## config.mk

```make
export PLATFORM = sky130hd
export DESIGN_NAME = nx_stream_collector
export DESIGN_NICKNAME = d
export VERILOG_FILES = /design/src/rtl/nx_stream_collector.sv
export SDC_FILE = /design/constraint.sdc
export NUM_CORES = 1
export LEC_CHECK = 0
export CORE_ASPECT_RATIO = 1.1
export CORE_MARGIN = 4
export CORE_UTILIZATION = 31
export DETAILED_ROUTE_END_ITERATION = 16
export PLACE_DENSITY = 0.64
export SYNTH_ARGS = -nofsm -noshare
export SYNTH_HDL_FRONTEND = slang
export SYNTH_SLANG_ARGS = --single-unit
```

## constraint.sdc

```tcl
create_clock -name clk_i -period 2.77 [get_ports clk_i]
set_clock_uncertainty 0.2 [all_clocks]
set_input_delay 0.554 -clock clk_i [delete_from_list [all_inputs] [get_ports clk_i]]
set_output_delay 0.554 -clock clk_i [all_outputs]
set_load 0.02 [all_outputs]
```

## src/rtl/nx_stream_collector.sv

```systemverilog
// nx_stream_collector: mesh-edge sink for one nx_node outbound stream.
// It advertises presence to the node, accepts messages under valid/ready
// into a small first-word-fall-through FIFO, counts accepted messages and
// misrouted ones (header row/col != own address), and presents the head
// message to the host through a second valid/ready interface.
//
// Ports:
//   clk_i, rst_i (async active-low), flush_i (sync FIFO clear)
//   coll_row_i / coll_col_i   : this collector's mesh address
//   ib_data_i / ib_valid_i / ib_ready_o / ib_present_o : node side
//   out_data_o / out_command_o / out_valid_o / out_ready_i : host side
//   rx_count_o / misroute_count_o : wrapping message counters
//   idle_o                    : FIFO empty and no inbound valid
module nx_stream_collector #(
  parameter int unsigned STREAM_WIDTH   = 32,
  parameter int unsigned ADDR_ROW_WIDTH = 4,
  parameter int unsigned ADDR_COL_WIDTH = 4,
  parameter int unsigned COMMAND_WIDTH  = 2,
  parameter int unsigned DEPTH          = 4,
  parameter int unsigned COUNT_WIDTH    = 16
) (
  input  logic                      clk_i,
  input  logic                      rst_i,
  input  logic                      flush_i,
  input  logic [ADDR_ROW_WIDTH-1:0] coll_row_i,
  input  logic [ADDR_COL_WIDTH-1:0] coll_col_i,
  input  logic [STREAM_WIDTH-1:0]   ib_data_i,
  input  logic                      ib_valid_i,
  output logic                      ib_ready_o,
  output logic                      ib_present_o,
  output logic [STREAM_WIDTH-1:0]   out_data_o,
  output logic [COMMAND_WIDTH-1:0]  out_command_o,
  output logic                      out_valid_o,
  input  logic                      out_ready_i,
  output logic [COUNT_WIDTH-1:0]    rx_count_o,
  output logic [COUNT_WIDTH-1:0]    misroute_count_o,
  output logic                      idle_o
);

  localparam int unsigned AW      = $clog2(DEPTH);
  localparam int unsigned PW      = AW + 1;
  localparam int unsigned ROW_LSB = STREAM_WIDTH - ADDR_ROW_WIDTH;
  localparam int unsigned COL_LSB = ROW_LSB - ADDR_COL_WIDTH;
  localparam int unsigned CMD_LSB = COL_LSB - COMMAND_WIDTH;

  logic [STREAM_WIDTH-1:0]   r_mem [DEPTH];
  logic [PW-1:0]             r_wr_ptr;
  logic [PW-1:0]             r_rd_ptr;
  logic                      r_present;
  logic [COUNT_WIDTH-1:0]    r_rx_count;
  logic [COUNT_WIDTH-1:0]    r_mis_count;

  logic                      w_full;
  logic                      w_empty;
  logic                      w_push;
  logic                      w_pop;
  logic                      w_misroute;
  logic [AW-1:0]             w_wr_addr;
  logic [AW-1:0]             w_rd_addr;
  logic [ADDR_ROW_WIDTH-1:0] w_in_row;
  logic [ADDR_COL_WIDTH-1:0] w_in_col;

  // Pointer status: extra MSB is the wrap bit distinguishing full from empty.
  assign w_wr_addr = r_wr_ptr[AW-1:0];
  assign w_rd_addr = r_rd_ptr[AW-1:0];
  assign w_empty   = (r_wr_ptr == r_rd_ptr);
  assign w_full    = (w_wr_addr == w_rd_addr) && (r_wr_ptr[AW] != r_rd_ptr[AW]);

  // Full is sampled before any same-cycle pop, so a full FIFO refuses input
  // even while it drains; flush also blocks the inbound handshake.
  assign ib_ready_o   = r_present & ~w_full & ~flush_i;
  assign ib_present_o = r_present;
  assign w_push       = ib_valid_i & ib_ready_o;
  assign w_pop        = ~w_empty & out_ready_i & ~flush_i;

  // Header decode of the inbound message for misroute detection.
  assign w_in_row   = ib_data_i[ROW_LSB +: ADDR_ROW_WIDTH];
  assign w_in_col   = ib_data_i[COL_LSB +: ADDR_COL_WIDTH];
  assign w_misroute = (w_in_row != coll_row_i) || (w_in_col != coll_col_i);

  // Head presentation; gated to zero while empty so stale entries never show.
  assign out_valid_o   = ~w_empty;
  assign out_data_o    = w_empty ? '0 : r_mem[w_rd_addr];
  assign out_command_o = out_data_o[CMD_LSB +: COMMAND_WIDTH];

  assign rx_count_o       = r_rx_count;
  assign misroute_count_o = r_mis_count;
  assign idle_o           = w_empty & ~ib_valid_i;

  // Presence: rises on the first edge after reset release and stays high.
  always_ff @(posedge clk_i or negedge rst_i) begin
    if (!rst_i) begin
      r_present <= 1'b0;
    end else begin
      r_present <= 1'b1;
    end
  end

  // Storage array; contents are don't-care until written.
  always_ff @(posedge clk_i) begin
    if (w_push) begin
      r_mem[w_wr_addr] <= ib_data_i;
    end
  end

  // Read/write pointers; flush overrides push and pop.
  always_ff @(posedge clk_i or negedge rst_i) begin
    if (!rst_i) begin
      r_wr_ptr <= '0;
      r_rd_ptr <= '0;
    end else if (flush_i) begin
      r_wr_ptr <= '0;
      r_rd_ptr <= '0;
    end else begin
      if (w_push) begin
        r_wr_ptr <= r_wr_ptr + PW'(1);
      end
      if (w_pop) begin
        r_rd_ptr <= r_rd_ptr + PW'(1);
      end
    end
  end

  // Message counters; not affected by flush, wrap naturally.
  always_ff @(posedge clk_i or negedge rst_i) begin
    if (!rst_i) begin
      r_rx_count  <= '0;
      r_mis_count <= '0;
    end else if (w_push) begin
      r_rx_count <= r_rx_count + COUNT_WIDTH'(1);
      if (w_misroute) begin
        r_mis_count <= r_mis_count + COUNT_WIDTH'(1);
      end
    end
  end

endmodule

```

# Word level (Yosys, flattened, before mapping)
# Memory sizes are Yosys's and may differ from the RTL's.
# Cells that the tools add are included.
[word_totals]
regBits = 39
ramBits = 128
out_inout_bits = 70
elab_cells = 37
mem_count = 1
[op_classes]
addsub = 4
n_eq_ne = 5
mux = 7
bitwise = 10
reduce_logical = 5
[mem_list]
columns = ["name", "depth", "word_bits", "rd", "rd_ports_with_merged_regs", "write_ports", "line", "text"]
rows = [
  ["r_mem", 4, 32, 1, 0, 1, "46", "logic [STREAM_WIDTH-1:0] r_mem [DEPTH];"],
]
[op_table]
columns = ["op", "count"]
rows = [
  ["$add 16x1->16 const B", 2],
  ["$mux 32", 1],
  ["$mux 3", 4],
  ["$ne 4x4->1", 2],
  ["$add 3x1->3 const B", 2],
  ["$and 1x1->1", 6],
  ["$not 1->1", 4],
  ["$reduce_bool 2->1", 2],
  ["$eq 3x3->1", 1],
  ["$eq 2x2->1", 1],
  ["$mux 1", 2],
  ["$reduce_and 2->1", 1],
  ["$logic_and 1x1->1", 1],
  ["$logic_or 1x1->1", 1],
  ["$ne 1x1->1", 1],
]

# Depth between registers and ports, before layout
# Gate-level depths: netlist of run 1.
[logic_depth]
word_depth = 8
depth_mapped = 7

# Least setup slack after synthesis of run 1
# OpenSTA, ideal clock, no wires.
[synth_timing]
path_kind = "input -> register"
from = "input port flush_i"
to = "memory r_mem[0][0] (enable)"
setup_ns = 0.392
arrival_ns = 2.193
required_time_ns = 2.178
path_slack_ns = -0.015
path_stages = 5
path_buffers = 2
path_cell_list = "buf_1 nand3b_1 a31oi_4 buf_2 and2_1"
[synth_between]
elab_chain_len = 5
[synth_lines]
columns = ["element", "line", "text"]
rows = [
  ["from (decl)", "24", "input logic flush_i,"],
  ["$not 1->1", "71", "assign ib_ready_o = r_present & ~w_full & ~flush_i;"],
  ["$and 1x1->1", "71", ""],
  ["$and 1x1->1", "73", "assign w_push = ib_valid_i & ib_ready_o;"],
  ["$mux 1", "101", "if (w_push) begin"],
  ["$mux 1 (not written as such)", "102", "r_mem[w_wr_addr] <= ib_data_i;"],
  ["to (decl)", "46", ""],
]
# Every way passes these cells.

# Final worst setup path of run 1
[layout_timing]
from = "register r_rd_ptr[0]"
to = "output port out_data_o[21]"
[layout_between]
elab_chain_len = 2
[layout_lines]
columns = ["element", "line", "text"]
rows = [
  ["from (decl)", "48", "logic [PW-1:0] r_rd_ptr;"],
  ["from (signal assigned)", "119", "r_rd_ptr <= r_rd_ptr + PW'(1);"],
  ["$mem_v2 4x32 / $eq 3x3->1 (equally long branches)", "n/a", ""],
  ["$mux 32 *", "83", "assign out_data_o = w_empty ? '0 : r_mem[w_rd_addr];"],
  ["to (decl)", "31", "output logic [STREAM_WIDTH-1:0] out_data_o,"],
]
# Every way passes the cells marked *; elsewhere a longest branch is shown, timed or not.

==> impl_metrics.py, run 1 <==
metrics = {
    "synthesis": {
        "ys_types": 32,
        "yosysSeqAreaShare": 0.710,
        "syn_area_per_cell_sq_um": 17.8,
        "syn_inst": 381,
        "synth_compound_area_frac": 0.00977,
        "ys_ff_latch": 167,
        "synth.cell_area_sq_um": 6780,
        "synthMuxAreaShare": 0.111,
        "ys_async_sr_fraction": 0.234,
        "synthAdderAreaFrac": 0.0129,
        "synth-xor-area-share": 0.0590,
        "synth_ff_type": "edfxtp_1",
        "synth_top_family_by_area": "multiplexers",
        "yosysWarnings": 0,
        "synth_edf_count": 128,
        "syn-num-nets": 433,
        "synth_simple_gate_area_share": 0.0806,
    },
    "place": {
        "place_inst": 786,
        "dp_hpwl_microns": 9280,
        "globalplace.congestion": 0.803,
        "preCtsSetupSlack_ns": 0.0546,
        "port-buffer-count": 114,
    },
    "layout": {
        "layout-drive-gt1-share": 0.296,
        "multi_input_area_sq_um": 1900,
        "stdcell_count": 837,
        "fill_cells": 1974,
        "diodes": 0,
        "area_growth_pct": 36.3,
        "layout.nets": 586,
        "seqCellArea_sq_um": 4820,
        "utilization": 0.431,
    },
    "die": {
        "die_w_microns": 149,
        "dieArea_sq_um": 24300,
        "start_util": 0.316,
        "coreArea_sq_um": 21400,
        "num_io_pins": 115,
        "fp.dieH_microns": 163,
        "fp-row-count": 56,
    },
    "timing": {
        "finalSetupViolCount": 1,
        "drv_slew": 0,
        "fin_ws_ns": -0.0128,
        "tightest_slew_ns": 0.648,
        "slew-limit-headroom": 0.568,
        "fin_crit_ns": 2.78,
        "finalCritPeriodShare": 1.00,
        "rsz0062_at_grt": "true",
        "hold_viol": 0,
        "fmax_mhz": 359,
    },
    "route": {
        "drt_iter0_markers": 170,
        "firstDrtPassIters": 6,
        "wl_microns": 15000,
        "routedWlPerCell_microns": 18.0,
        "ant_nets": 0,
        "route.detailed.drc": 0,
        "routed_via_density": 4.60,
        "via_count": 3853,
    },
    "setup_path": {
        "required_ns": 2.02,
        "crit_arrival_ns": 2.03,
        "crit_type": "reg2out",
        "crit_path_max_fanout": 6,
        "start_kind": "flop",
        "endpoint_kind": "output pin",
    },
    "global_route": {
        "grt_use_met2": 0.223,
        "overflow": 0,
        "top_usage_layer": "met2",
        "grt_max_degree": 35,
        "grt_pass1_vias": 4316,
        "grt_pass1_wl_microns": 23700,
        "grt_use_total": 0.129,
        "grt.met3_usage": 0.0405,
        "use_met1": 0.156,
        "antenna_found_initial": 2,
    },
    "clocking": {
        "cts_root_buffer": "clkbuf_16",
        "cts.sink_count": 167,
        "cts.path.max_buffers": 2,
        "clk-insertion-delay-late_ns": 0.42,
        "cts_buffers": 17,
        "htree_num_levels": 4,
        "clk_pin_slew_ns": 0.07,
        "cts_tree": "done",
    },
    "power_and_ir_drop": {
        "power.total_mw": 6.83,
        "ir_worst_vdd_mv": 0.437,
        "leakagePower_nw": 3.38,
        "p_per_area_nw_per_um2": 739,
    },
    "run_status": {
        "status": "finished, violations left",
        "violations": "negative setup slack",
    },
    "hold_path": {
        "hold_path_class": "reg2reg",
    },
    "flow_run": {
        "maxCapViolations": 0,
    },
}
==> through the flow <==
stage / cell area, sq um / TNS [ns] / hold WS, ns
6_report: 9240 / -0.0128 / 0.279
5_1_grt: 9240 / -0.360 / 0.302
4_1_cts: 9140 / -0.110 / 0.281
3_5_place_dp: 8440 / 0 / 0.267
3_3_place_gp: 8440 / 0 / 0.258
2_1_floorplan: 6790 / 0 / 0.0584
==> per-layer routing <==
metal,vias to the layer above,routed length (microns)
met5,-,34
met4,4,139
met3,15,759
met2,113,7770
met1,1977,6340
li1,1744,-
==> flip-flops by register name (all words and copies together) (netlist names) <==
signal and flops:
r_rd_ptr 3, rx_count_o 16, misroute_count_o 16, ib_present_o 1, r_mem 128, r_wr_ptr 3
==> logic make-up after synthesis <==
| kind of cell | count (synthesis) |
|---|---|
| and+or+nand+nor | 97 |
| muxes | 35 |
| adders and majority gates | 7 |
| xor gates and xnor gates | 44 |
| AOI/OAI and AO/OA | 7 |
| DFF | 167 |
| buffers and inverters | 23 |
| other | 1 |
==> synthesized netlist by cell type (7+ instances only) <==
cell type,n,share of area
inv_1,7,0.0039
nor3_1,7,0.0052
and2_1,36,0.033
nand2_1,12,0.0066
ha_1,7,0.013
xor2_1,16,0.021
and3_1,7,0.0065
nand3_1,11,0.0081
edfxtp_1,128,0.57
dfrtp_1,39,0.14
nor2_1,11,0.0061
mux4_2,32,0.11
xnor2_1,26,0.034
==> layout make-up <==
type                    count  share of cell area
inverters                   7             0.00284
clock inverters            15              0.0206
repair buffers            150               0.164
well taps                 290              0.0393
flip-flops and latches    167               0.522
multi-input cells         191               0.206
clock buffers              17              0.0460
==> placed cells by master, fill, tap and decap left out, drive strengths merged, types with 12 or more instances in the layout <==
master,Yosys,routed
edfxtp,128,128
clkdlybuf4s50,0,76
buf,10,69
dfrtp,39,39
and2,36,36
mux4,32,32
xnor2,28,28
clkbuf,6,19
xor2,16,16
inv,7,13
nand2,12,12
==> worst paths after layout <==
kind / from / end / slack (ns) / cells after the start
setup / recovery: r_rd_ptr[0] / out_data_o[21] / -0.01 / 6
hold / removal: rx_count_o[15] / rx_count_o[15] / 0.28 / 1
setup reg to reg: r_rd_ptr[0] / r_mem[2][18] / 0.61 / 6
hold reg to reg: rx_count_o[15] / rx_count_o[15] / 0.28 / 1
max in group asynchronous: rst_i / rx_count_o[3] / 1.28 / 3
min in group asynchronous: rst_i / rx_count_o[8] / 0.49 / 2
==> critical path, cell delays in order (launching register included) <==
cell	delay (ns)
dfrtp_2	0.43
buf_12	0.15
clkbuf_16	0.15
buf_4	0.13
mux4_2	0.42
and2_1	0.17
buf_2	0.15
==> report_power, final <==
| group | switching (mW) | internal [mW] |
|---|---|---|
| registers | 0.101 | 2.80 |
| clock network | 1.04 | 1.37 |
| logic | 0.713 | 0.805 |
==> repair_timing <==
item	in CTS	in global routing
resized for setup	140	48
endpoints found under the hold margin	28	0
cloned	2	1
pin swaps	0	10
hold buffers	1	0
endpoints found under the setup margin	37	21
setup buffers	13	2
No activity file was read; power rests on OpenSTA's default activity.
==> run 2: changes to the inputs <==
--- a/config.mk
+++ b/config.mk
@@ -9,7 +9,7 @@
 export CORE_MARGIN = 4
 export CORE_UTILIZATION = 31
 export DETAILED_ROUTE_END_ITERATION = 16
-export PLACE_DENSITY = 0.64
+export PLACE_DENSITY = 0.54
 export SYNTH_ARGS = -nofsm -noshare
 export SYNTH_HDL_FRONTEND = slang
 export SYNTH_SLANG_ARGS = --single-unit
==> impl_metrics.py, run 2 (synthesis results as in run 1) <==
metrics = {
    "run_status": {
        "status": "completed",
    },
    "route": {
        "firstDrtPassIters": 4,
        "wl_microns": 14400,
        "routed_via_density": 4.50,
        "routedWlPerCell_microns": 17.2,
        "route.detailed.drc": 0,
        "drt_iter0_markers": 141,
        "via_count": 3773,
        "ant_nets": 0,
    },
    "setup_path": {
        "r2r_setup_slack_ns": 0.59,
        "crit_type": "reg2out",
        "endpoint_kind": "output pin",
        "required_ns": 2.02,
        "startpoint": "r_rd_ptr[0]",
        "crit_path_end": "out_data_o[9]",
        "start_kind": "flop",
        "crit_path_max_fanout": 4,
        "worst_r2r_endpoint": "r_mem[3][27]",
        "crit_arrival_ns": 2.00,
        "reg2regPathDepth": 7,
        "r2r_start": "r_rd_ptr[0]",
    },
    "timing": {
        "finalSetupViolCount": 0,
        "fin_crit_ns": 2.76,
        "rsz0062_at_grt": "true",
        "drv_slew": 0,
        "finalCritPeriodShare": 0.995,
        "hold_viol": 0,
        "fin_tns_setup_ns": 0,
        "fin_ws_ns": 0.0138,
        "fmax_mhz": 363,
        "holdWs_ns": 0.279,
    },
    "global_route": {
        "grt_use_total": 0.123,
        "grt_max_degree": 35,
        "grt_pass1_vias": 4093,
        "overflow": 0,
        "grt_pass1_wl_microns": 22700,
        "antenna_found_initial": 0,
    },
    "place": {
        "port-buffer-count": 114,
        "postPlaceCellArea_sq_um": 8490,
        "preCtsSetupSlack_ns": 0.0674,
        "dp_hpwl_microns": 9260,
        "globalplace.congestion": 0.738,
        "place_inst": 792,
    },
    "layout": {
        "utilization": 0.422,
        "layout_commonest_cell": "edfxtp_1",
        "diodes": 0,
        "top_register": "r_mem",
        "final_cell_mix": "edfxtp_1, clkdlybuf4s50_1, dfrtp_1",
        "layout.nets": 587,
        "layout-drive-gt1-share": 0.277,
        "fin_area_sq_um": 9050,
        "largest_reg_flops": 128,
        "area_growth_pct": 33.4,
        "stdcell_count": 838,
    },
    "clocking": {
        "clk-insertion-delay-late_ns": 0.42,
        "clk_pin_slew_ns": 0.07,
        "cts.sink_count": 167,
        "htree_num_levels": 4,
        "cts_buffers": 17,
        "cts_tree": "done",
        "cts_root_buffer": "clkbuf_16",
        "cts.path.max_buffers": 2,
    },
    "die": {
        "die_w_microns": 149,
        "coreArea_sq_um": 21400,
        "dieArea_sq_um": 24300,
        "start_util": 0.316,
        "fp.dieH_microns": 163,
        "fp-row-count": 56,
        "num_io_pins": 115,
    },
    "power_and_ir_drop": {
        "seqPwrFrac": 0.447,
        "p_switching_mw": 1.70,
        "pwr-share-comb": 0.209,
        "pwr-share-clk": 0.344,
        "internal_power_mw": 4.80,
        "power.total_mw": 6.50,
        "ir_worst_vdd_mv": 0.420,
        "leakagePower_nw": 3.31,
        "p_per_area_nw_per_um2": 718,
        "p_sw_frac": 0.261,
    },
    "hold_path": {
        "hold_path_class": "reg2reg",
    },
    "flow_run": {
        "maxCapViolations": 0,
    },
}
[run 2: cell count changes in the layout (fill, tap and decap cells not counted), sizes merged]
cell / before / now
inv: 13 / 9
buf: 69 / 67
clkbuf: 19 / 25
clkinvlp: 2 / 3
clkdlybuf4s15: 1 / 0
clkinv: 5 / 6
[run 2: how the worst min path moves through the flow]
stage                               startpoint                   end  slack, ns  depth (start not counted)
final                     misroute_count_o[15]  misroute_count_o[15]       0.28                          1
after global routing            rx_count_o[12]        rx_count_o[12]       0.31                          1
after CTS                 misroute_count_o[15]  misroute_count_o[15]       0.28                          1
after detailed placement  misroute_count_o[15]  misroute_count_o[15]       0.26                          1
after global placement          rx_count_o[15]        rx_count_o[15]       0.27                          1
after floorplan                          rst_i          ib_present_o       0.06                          0
[run 2: power by group through the flow]
stage | logic, mW | registers [mW] | clock network [mW]
2_1_floorplan | 0.634 | 3.01 | 0
3_3_place_gp | 1.37 | 2.96 | 0
3_5_place_dp | 1.38 | 2.96 | 0
4_1_cts | 1.31 | 2.90 | 2.31
5_1_grt | 1.47 | 2.92 | 2.41
6_report | 1.36 | 2.91 | 2.24
[run 2: worst max-delay path, stage by stage, from the launching register on]
cell,delay [ns]
dfrtp_2,0.43
buf_4,0.16
buf_4,0.13
buf_6,0.12
mux4_2,0.43
and2_4,0.18
buf_4,0.15
[run 2: layout make-up]
type / count / area (sq um)
Fill cell: 1961 / 12400
Timing Repair Buffer: 151 / 1400
Clock inverter: 13 / 130
Inverter: 7 / 26.3
Multi-Input combinational cell: 191 / 1870
Clock buffer: 19 / 433
Tap cell: 290 / 363
Sequential cell: 167 / 4820
[run 2: layer usage]
metal,vias to the layer above,part of all wire,global-route usage
met5,-,0,0
met2,92,0.50,0.203
met1,1928,0.44,0.156
met3,11,0.053,0.0422
li1,1742,-,-
met4,0,0.0084,0.0312
[run 2: what timing repair did]
item	CTS	global route
pin swaps	0	3
hold buffers	1	0
cloned	0	1
hold endpoints to repair	20	0
endpoints found under the setup margin	37	17
resized for setup	128	25
setup buffers	5	7
==> run 3: changes to the inputs <==
--- a/config.mk
+++ b/config.mk
@@ -5,6 +5,7 @@
 export SDC_FILE = /design/constraint.sdc
 export NUM_CORES = 1
 export LEC_CHECK = 0
+export ABC_AREA = 0
 export CORE_ASPECT_RATIO = 1.1
 export CORE_MARGIN = 4
 export CORE_UTILIZATION = 31
==> results of run 3 <==
No change in the layout: final DEF, timing and power equal those of run 2.
